File: src/rtl/reset_release_sequencer.sv
// Reset release sequencer: synchronizes global reset deassertion, then releases
// per-domain resets one at a time in index order, waiting on each domain's ack.
module reset_release_sequencer #(
    parameter int N_DOMAINS   = 4,
    parameter int SYNC_STAGES = 3,
    parameter int HOLD_CYCLES = 8,
    parameter int TIMEOUT     = 64
) (
    input  logic                 clock,
    input  logic                 reset,
    input  logic                 io_req_valid,
    output logic                 io_req_ready,
    input  logic [N_DOMAINS-1:0] io_req_mask,
    input  logic [N_DOMAINS-1:0] io_domain_ack,
    output logic [N_DOMAINS-1:0] io_domain_reset,
    output logic                 io_busy,
    output logic                 io_done,
    output logic [N_DOMAINS-1:0] io_timeout
);

    localparam int IDX_W   = (N_DOMAINS > 1) ? $clog2(N_DOMAINS) : 1;
    localparam int CNT_MAX = (HOLD_CYCLES > TIMEOUT) ? HOLD_CYCLES : TIMEOUT;
    localparam int CNT_W   = $clog2(CNT_MAX + 1);
    localparam logic [CNT_W-1:0] HOLD_LAST = CNT_W'(HOLD_CYCLES - 1);
    localparam logic [CNT_W-1:0] WAIT_LAST = CNT_W'(TIMEOUT);

    typedef enum logic [2:0] {
        ST_SYNC,
        ST_ASSERT,
        ST_RELEASE,
        ST_WAIT_ACK,
        ST_IDLE
    } state_t;

    state_t                 state_q, state_d;
    logic [SYNC_STAGES-1:0] sync_q, sync_d;
    logic [N_DOMAINS-1:0]   active_q, active_d;
    logic [IDX_W-1:0]       idx_q, idx_d;
    logic [CNT_W-1:0]       cnt_q, cnt_d;
    logic [N_DOMAINS-1:0]   rst_q, rst_d;
    logic [N_DOMAINS-1:0]   timeout_q, timeout_d;
    logic                   done_q, done_d;

    logic [IDX_W-1:0]       first_idx;
    logic [IDX_W-1:0]       next_idx;
    logic                   next_found;
    logic                   advance;

    // Lowest set bit of the active mask, and the lowest set bit above the current index.
    always_comb begin
        first_idx  = '0;
        next_idx   = '0;
        next_found = 1'b0;
        for (int i = N_DOMAINS - 1; i >= 0; i--) begin
            if (active_q[i]) begin
                first_idx = IDX_W'(i);
                if (i > int'(idx_q)) begin
                    next_found = 1'b1;
                    next_idx   = IDX_W'(i);
                end
            end
        end
    end

    always_comb begin
        state_d   = state_q;
        sync_d    = {sync_q[SYNC_STAGES-2:0], 1'b0};
        active_d  = active_q;
        idx_d     = idx_q;
        cnt_d     = cnt_q;
        rst_d     = rst_q;
        timeout_d = timeout_q;
        done_d    = 1'b0;
        advance   = 1'b0;

        case (state_q)
            // The cycle that observes the synchronized release already counts as the first hold cycle.
            ST_SYNC: begin
                if (!sync_q[SYNC_STAGES-1]) begin
                    idx_d = first_idx;
                    if (HOLD_CYCLES == 1) begin
                        state_d = ST_RELEASE;
                        cnt_d   = '0;
                    end else begin
                        state_d = ST_ASSERT;
                        cnt_d   = CNT_W'(1);
                    end
                end
            end
            ST_ASSERT: begin
                if (cnt_q == HOLD_LAST) begin
                    state_d = ST_RELEASE;
                    idx_d   = first_idx;
                    cnt_d   = '0;
                end else begin
                    cnt_d = cnt_q + CNT_W'(1);
                end
            end
            ST_RELEASE: begin
                rst_d[idx_q] = 1'b0;
                cnt_d        = '0;
                state_d      = ST_WAIT_ACK;
            end
            ST_WAIT_ACK: begin
                if (io_domain_ack[idx_q]) begin
                    advance = 1'b1;
                end else if (cnt_q == WAIT_LAST) begin
                    timeout_d[idx_q] = 1'b1;
                    advance          = 1'b1;
                end else begin
                    cnt_d = cnt_q + CNT_W'(1);
                end
                if (advance) begin
                    if (next_found) begin
                        idx_d   = next_idx;
                        state_d = ST_RELEASE;
                    end else begin
                        state_d = ST_IDLE;
                        done_d  = 1'b1;
                    end
                end
            end
            ST_IDLE: begin
                if (io_req_valid) begin
                    if (|io_req_mask) begin
                        active_d  = io_req_mask;
                        rst_d     = rst_q | io_req_mask;
                        timeout_d = timeout_q & ~io_req_mask;
                        cnt_d     = '0;
                        state_d   = ST_ASSERT;
                    end else begin
                        done_d = 1'b1;
                    end
                end
            end
            default: state_d = ST_SYNC;
        endcase
    end

    always_ff @(posedge clock or posedge reset) begin
        if (reset) begin
            state_q   <= ST_SYNC;
            sync_q    <= '1;
            active_q  <= '1;
            idx_q     <= '0;
            cnt_q     <= '0;
            rst_q     <= '1;
            timeout_q <= '0;
            done_q    <= 1'b0;
        end else begin
            state_q   <= state_d;
            sync_q    <= sync_d;
            active_q  <= active_d;
            idx_q     <= idx_d;
            cnt_q     <= cnt_d;
            rst_q     <= rst_d;
            timeout_q <= timeout_d;
            done_q    <= done_d;
        end
    end

    assign io_domain_reset = rst_q;
    assign io_timeout      = timeout_q;
    assign io_done         = done_q;
    assign io_req_ready    = (state_q == ST_IDLE);
    assign io_busy         = (state_q != ST_IDLE);

endmodule

File: config.mk
export PLATFORM = sky130hd
export DESIGN_NAME = reset_release_sequencer
export DESIGN_NICKNAME = d
export VERILOG_FILES = /design/src/rtl/reset_release_sequencer.sv
export SDC_FILE = /design/constraint.sdc
export NUM_CORES = 1
export LEC_CHECK = 0
export BUFFER_PORTS_ARGS = -buffer_cell sky130_fd_sc_hd__buf_4
export CORE_MARGIN = 10
export CORE_UTILIZATION = 39
export CTS_CLUSTER_DIAMETER = 100
export CTS_CLUSTER_SIZE = 12
export DETAILED_ROUTE_END_ITERATION = 10
export PLACE_DENSITY = 0.61
export SYNTH_ARGS = -nofsm -noshare
export SYNTH_HDL_FRONTEND = slang
export SYNTH_SLANG_ARGS = --single-unit
File: constraint.sdc
create_clock -name clock -period 3.1 [get_ports clock]
set_input_delay 0 -clock clock [delete_from_list [all_inputs] [get_ports clock]]
set_output_delay 0 -clock clock [all_outputs]
set_load 0.02 [all_outputs]
==> results.ini, run 1 <==
[run_status]
outcome=complete, no violations

[detailed_routing]
maxUsedRoutingLayer=met4
drcViolationCount=0
via_per_inst=5.417
vias=1273
routed_wl_um=3679
wl_met2_um=1615
wl_per_cell_um=15.66
ant_nets=0
wirelength_met1_um=1890
initialDrtViolationCount=68
drt_pre_antenna_iters=4
route.met3.wl_um=156

[sta]
final_max_slew_viol_count=0
whs_ns=0.02568
setup_viol=0
rsz0062_at_grt=false
max_freq_mhz=487.3
tightest_slew_ns=0.5521
finalCritPeriodShare_pct=66.19
finClkSkew_ns=0.002720
max_slew_margin_pct=63.15
post-route-min-period_ns=2.052
finalHoldViolations=0
fin_tns_setup_ns=0

[die]
die_w_um=83.30
rows=22
coreArea_um2=3771
die_area_um2=6939
die_h_um=83.30
start_util_pct=41.44
boundaryPins=22

[synthesis]
synth_cell_types=47
synth_most_common_cell=o21ai_0
yosys-top-cells-area=dfrtp_1, dfstp_2, o21ai_0
synth_top_area_share_pct=27.22
syn_area_per_cell_um2=9.529
netlist_area_um2=1563
ys_ff_latch=28
synthFlopType=dfrtp_1
yosysTopAreaCell=dfrtp_1
netlist_instances=164
synth-seq-area-share_pct=45.72
synth_common_cells=o21ai_0, dfrtp_1, nand2_1, inv_1
synth_edf_count=0
yosys_warnings=0
synth_nets=177
async_flop_share_pct=100.0

[finish]
drive_gt1_share_pct=26.74
area_growth_pct=19.30
final_area_um2=1864
fill_cells=358
antenna_cells=0
fin_nets=201

[power_and_ir_drop]
vdd_ir_drop_max_mv=0.4264
powerDensity_nw_per_um2=878.8
p_leak_uw=0.0008358

[critical_path]
crit_type=flip-flop to flip-flop
slowest_stage=dfrtp_1
crit_fanout=12
start_kind=flip-flop
r2r_start=idx_q[0]$_DFFE_PP0P_
crit_required_ns=3.27
ff2ff_path_depth=5
rr_endpoint=idx_q[0]$_DFFE_PP0P_
cp-startpoint=idx_q[0]$_DFFE_PP0P_
path_cells=mux4_2 -> nand2_2 -> nand3_4 -> o21ai_2 -> mux2_2
cp.arrival_ns=2.22
slowest_delay_ns=0.62
r2r_slack_ns=1.05
end_kind=flip-flop

[min_path]
hold_class=primary input to flip-flop
min_to=io_done$_DFF_PP0_
hold_path.startpoint=io_req_mask[2]
min_delay_path_depth=4

[global_route]
grt_pass1_wl_um=6203
grt_max_degree=17
overflow=0
grt_util_all_layers_pct=10.51
grt_pass1_vias=1222
antenna_found_initial=0

[clock_tree]
htreeDepth=1
clk_pin_slew_ns=0.10
cts.sinks=28
cts_buffers=3
worstSkewPairLatency_ns=0.27
cts_tree=yes
cts-root-buf=clkbuf_8
cts_buffer_depth=2

[place]
dp_hpwl_um=2859
io_buffers=21
gp_congestion=0.8860
postPlaceCellArea_um2=1753

[run]
max_cap_viol_count=0

[through the flow]
stage | instances | power (µW) | setup WS [ns] | utilization [%]
finish | 235 | 1638 | 1.048 | 49.44
global route | 235 | 1767 | 0.9350 | 49.44
CTS | 235 | 1648 | 1.058 | 49.44
detailed placement | 227 | 1354 | 1.075 | 46.48
global placement | 227 | 1345 | 1.145 | 46.48
floorplan | 164 | 1170 | 1.422 | -
[cell families (layout without fill, tap and decap cells)]
logic type | after synthesis | after routing | synth area share (%)
other | 1 | 1 | 0.2400
buffers and inverters | 19 | 42 | 5.124
adder cells (fa/ha/maj) | 2 | 2 | 1.601
multiplexers | 4 | 4 | 3.523
AND/OR/NAND/NOR | 53 | 53 | 18.98
AO/OA/AOI/OAI | 57 | 57 | 24.82
flip-flops | 28 | 28 | 45.72
[how the worst max path moves through the flow]
| stage | to | slack, ns | cells past startpoint |
|---|---|---|---|
| finish | idx_q[0]$_DFFE_PP0P_ | 1.05 | 5 |
| global route | cnt_q[4]$_DFFE_PP0P_ | 0.94 | 5 |
| CTS | idx_q[0]$_DFFE_PP0P_ | 1.06 | 5 |
| detailed placement | idx_q[0]$_DFFE_PP0P_ | 1.07 | 5 |
| global placement | idx_q[0]$_DFFE_PP0P_ | 1.15 | 5 |
| floorplan | idx_q[0]$_DFFE_PP0P_ | 1.42 | 5 |
[flip-flops by register name (all words and copies together) (netlist names)]
register	count
active_q	4
cnt_q	7
io_done	1
io_timeout	4
sync_q	3
io_domain_reset	4
idx_q	2
state_q	3
[timing repair]
action | CTS | global route
hold endpoints to repair | 15 | 0
hold buffers | 4 | 0
resized for setup | 0 | 0
setup buffers | 0 | 0
[report_power, final]
group / total [µW] / internal, µW / leakage, µW / switching [µW]
Sequential: 639 / 499 / 0.000340 / 140
Combinational: 712 / 317 / 0.000460 / 396
Clock: 287 / 173 / 0.0000357 / 114
Total: 1640 / 989 / 0.000836 / 650
[metal layers]
layer  GRT usage, %  vias up
li1               -      635
met1          14.16      614
met2          16.27       22
met3          3.320        2
met4          1.385        0
met5              0        -
[cell usage in the layout, fill, tap and decap left out, types with 2 or more instances in the layout]
cell	netlist	final
a21oi_1	11	11
inv_1	12	12
clkbuf_8	0	3
nand2_1	17	17
mux2_2	2	2
nor2b_1	4	4
or3_1	3	3
a211oi_1	2	2
dlygate4sd3_1	0	4
nor2_1	7	7
a31oi_1	4	4
o31ai_1	4	4
buf_4	1	22
o211ai_1	2	2
and3b_1	2	2
o21ai_0	20	20
ha_1	2	2
nand3_1	4	4
dfstp_2	11	11
a21o_1	2	2
dfrtp_1	17	17
and2_1	3	3
nand4_1	2	2
nand2b_1	3	3
[worst max-delay path, delay by kind of cell, from the launching register on]
kind / cells / cell delay [ns]
AND/OR/NAND/NOR: 2 / 0.24
flip-flops: 1 / 0.62
multiplexers: 2 / 0.96
AO/OA/AOI/OAI: 1 / 0.12
[cell type report]
| type | count | area [µm²] | share of cell area [%] |
|---|---|---|---|
| multi-input combinational | 117 | 768.2 | 41.21 |
| clock inverter | 1 | 30.03 | 1.611 |
| clock buffer | 3 | 41.29 | 2.215 |
| inverter | 12 | 45.04 | 2.416 |
| tap | 48 | 60.06 | 3.221 |
| timing repair buffer | 26 | 205.2 | 11.01 |
| sequential | 28 | 714.4 | 38.32 |
No activity file was read; power rests on OpenSTA's default activity.
==> inputs of run 2 (changes only) <==
--- a/config.mk
+++ b/config.mk
@@ -5,13 +5,14 @@
 export SDC_FILE = /design/constraint.sdc
 export NUM_CORES = 1
 export LEC_CHECK = 0
+export ABC_AREA = 1
 export BUFFER_PORTS_ARGS = -buffer_cell sky130_fd_sc_hd__buf_4
 export CORE_MARGIN = 10
 export CORE_UTILIZATION = 39
 export CTS_CLUSTER_DIAMETER = 100
 export CTS_CLUSTER_SIZE = 12
 export DETAILED_ROUTE_END_ITERATION = 10
-export PLACE_DENSITY = 0.61
+export PLACE_DENSITY = 0.62
 export SYNTH_ARGS = -nofsm -noshare
 export SYNTH_HDL_FRONTEND = slang
 export SYNTH_SLANG_ARGS = --single-unit
==> constraint.sdc (replaced) <==
create_clock -name clock -period 1.7 [get_ports clock]
set_input_delay 0 -clock clock [delete_from_list [all_inputs] [get_ports clock]]
set_output_delay 0 -clock clock [all_outputs]
set_load 0.02 [all_outputs]
==> run 2 against run 1 <==
Compared with the run above:
- highest routed layer unchanged
- clock power is 85% higher
- sequential cell count unchanged
- utilization decreased by 1.8 points
- global-route usage is 0.79 points higher
- design area increased by 14%
- area after synthesis rose by 17%
- sequential power rose by 83%
==> results.ini, run 2 <==
[place]
dp_hpwl_um=3155  ; +10%
place_ws_ns=0.1573  ; -0.9173 ns
io_buffers=21  ; unchanged
gp_congestion=0.8228  ; -7.1%

[sta]
fin_tns_setup_ns=0  ; unchanged
max_freq_mhz=655.9  ; +35%
finClkSkew_ns=0.006347  ; +0.003627 ns
rsz0062_at_grt=false
finalCritPeriodShare_pct=89.68  ; +23 points
setup_ws_ns=0.1754  ; -0.8725 ns
finalHoldViolations=0  ; unchanged
post-route-min-period_ns=1.525  ; -0.5275 ns
final_max_slew_viol_count=0  ; unchanged
setup_viol=0  ; unchanged
whs_ns=0.009758  ; -0.01592 ns

[critical_path]
crit_fanout=13  ; +1
end_kind=flip-flop
cp.arrival_ns=1.73  ; -0.49 ns
start_kind=flip-flop
crit_required_ns=1.90  ; -1.37 ns
crit_type=flip-flop to flip-flop

[die]
die_w_um=88.54  ; +6.3%
start_util_pct=41.22  ; -0.22 points
rows=24  ; +9.1%
die_area_um2=7838  ; +13%
die_h_um=88.54  ; +6.3%
boundaryPins=22  ; unchanged
coreArea_um2=4444  ; +18%

[synthesis]
synth-compound-area-share_pct=10.25  ; -15 points
synth_nets=259  ; +46%
synth_top_family_by_area=simple AND/OR/NAND/NOR gates
netlist_area_um2=1832  ; +17%
synthFlopType=dfrtp_1
synth-xor-area-share_pct=0.9563  ; +0.96 points
synth_cell_types=33  ; -30%
synth_common_cells=nand2_1, inv_1, nand3_1, dfrtp_1, o21ai_0
synth_edf_count=0  ; unchanged
synthSimpleGateAreaFrac_pct=39.00  ; +20 points
yosys-top-cells-area=dfrtp_1, dfstp_2, nand2_1
ys_ff_latch=28  ; unchanged
muxShareOfSynthArea_pct=0  ; -3.5 points
synth-seq-area-share_pct=39.00  ; -6.7 points
yosys_warnings=0  ; unchanged
synth_top_area_share_pct=23.22  ; -4.0 points
netlist_instances=246  ; +50%
syn_area_per_cell_um2=7.446  ; -22%
synthAdderAreaFrac_pct=1.366  ; -0.24 points
synth_most_common_cell=nand2_1
yosysTopAreaCell=dfrtp_1
async_flop_share_pct=100.0  ; unchanged

[finish]
final_common_cell=nand2_1
largest-register=cnt_q
area_growth_pct=15.57
largest_register_ffs=7  ; unchanged
mostFrequentLayoutCells=nand2_1, nand3_1, inv_1
antenna_cells=0  ; unchanged
fin_nets=283  ; +41%
drive_gt1_share_pct=25.28  ; -1.5 points

[clock_tree]
htreeDepth=1  ; unchanged
clk_pin_slew_ns=0.10  ; about the same
cts_buffers=3  ; unchanged
cts-root-buf=clkbuf_8
cts_tree=yes
worstSkewPairLatency_ns=0.28  ; about the same
cts_setup_buffers=0  ; unchanged
cts.sinks=28  ; unchanged
cts_buffer_depth=2  ; unchanged

[detailed_routing]
wl_per_cell_um=12.58  ; -20%
routed_wl_um=4039  ; +9.8%
drt_pre_antenna_iters=4  ; unchanged
vias=1572  ; +23%
ant_nets=0  ; unchanged
drcViolationCount=0  ; unchanged
via_per_inst=4.897  ; -9.6%
initialDrtViolationCount=96  ; +41%

[power_and_ir_drop]
powerDensity_nw_per_um2=1639  ; +86%
vdd_ir_drop_max_mv=0.6430  ; +51%
finalPower_uw=3470  ; +110%
p_leak_uw=0.001071  ; +28%

[global_route]
grt_util_all_layers_pct=11.30  ; +0.79 points
grt_pass1_wl_um=7120  ; +15%
overflow=0  ; unchanged
grt_pass1_vias=1480  ; +21%
grt_max_degree=29  ; +12
antenna_found_initial=0  ; unchanged

[run_status]
outcome=complete, no violations

[run]
max_cap_viol_count=0  ; unchanged

[min_path]
hold_class=primary input to flip-flop

[run 2: changes by cell type in the layout (fill, tap and decap cells not counted), sizes merged, moves of 5 or more]
cell	change
nor2	+19
a21oi	-8
inv	+19
nand3	+25
nor2b	-5
nand2	+65
[run 2: metrics by stage]
stage / utilization, % / instance area (µm²) / std cells
after detailed placement: 45.55 / 2024 / 315
after global placement: 45.55 / 2024 / 315
final: 47.64 / 2117 / 321
after floorplan: - / 1832 / 246
after global routing: 47.64 / 2117 / 321
after CTS: 47.61 / 2116 / 321
[run 2: path summary, 6_finish.rpt]
path	startpoint	endpoint	slack [ns]	cells past startpoint
setup / recovery	state_q[1]$_DFFE_PP0P_	io_domain_reset[1]$_DFFE_PP1P_	0.18	5
hold / removal	io_req_mask[2]	active_q[2]$_DFFE_PP1P_	0.01	3
setup reg to reg	state_q[1]$_DFFE_PP0P_	io_domain_reset[1]$_DFFE_PP1P_	0.18	5
hold reg to reg	sync_q[0]$_DFF_PP1_	sync_q[1]$_DFF_PP1_	0.36	0
max in group asynchronous	reset	sync_q[0]$_DFF_PP1_	1.04	4
min in group asynchronous	reset	io_timeout[0]$_DFFE_PP0P_	0.35	4
[run 2: repair_timing]
action	4_1_cts	5_1_grt
resized for setup	0	2
hold buffers	2	0
endpoints found under the hold margin	18	0
setup endpoints to repair	0	8
[run 2: logic make-up (layout without fill, tap and decap cells)]
logic type / after synthesis / after routing
flops: 28 / 28
compound gates: 34 / 34
xor+xnor: 2 / 2
buf+inv: 37 / 60
fa+ha+maj: 2 / 2
simple gates: 142 / 142
other cells: 1 / 1
[run 2: final cells by class]
type / instances / area (µm²)
Tap cell: 52 / 65.06
Sequential cell: 28 / 715.7
Clock buffer: 3 / 41.29
Fill cell: 453 / 2327
Timing Repair Buffer: 25 / 192.7
Multi-Input combinational cell: 181 / 948.4
Clock inverter: 1 / 30.03
Inverter: 31 / 123.9
[run 2: worst max-delay path, cell delays in order, from the launching register on]
cell	delay, ns
dfrtp_1	0.48
nor2_2	0.20
nand2_4	0.13
inv_1	0.17
nand3_2	0.22
o21ai_0	0.24
[run 2: per-layer routing]
layer | global-route usage, % | wire [µm] | vias to the layer above
li1 | - | - | 830
met1 | 15.88 | 2092 | 723
met2 | 17.28 | 1811 | 15
met3 | 2.298 | 105 | 4
met4 | 2.643 | 30 | 0
met5 | 0 | 0 | -
[run 2: report_power, final]
group,total [µW],switching (µW),internal [µW]
Sequential,1170,224,941
Clock,531,216,315
Combinational,1770,1140,637
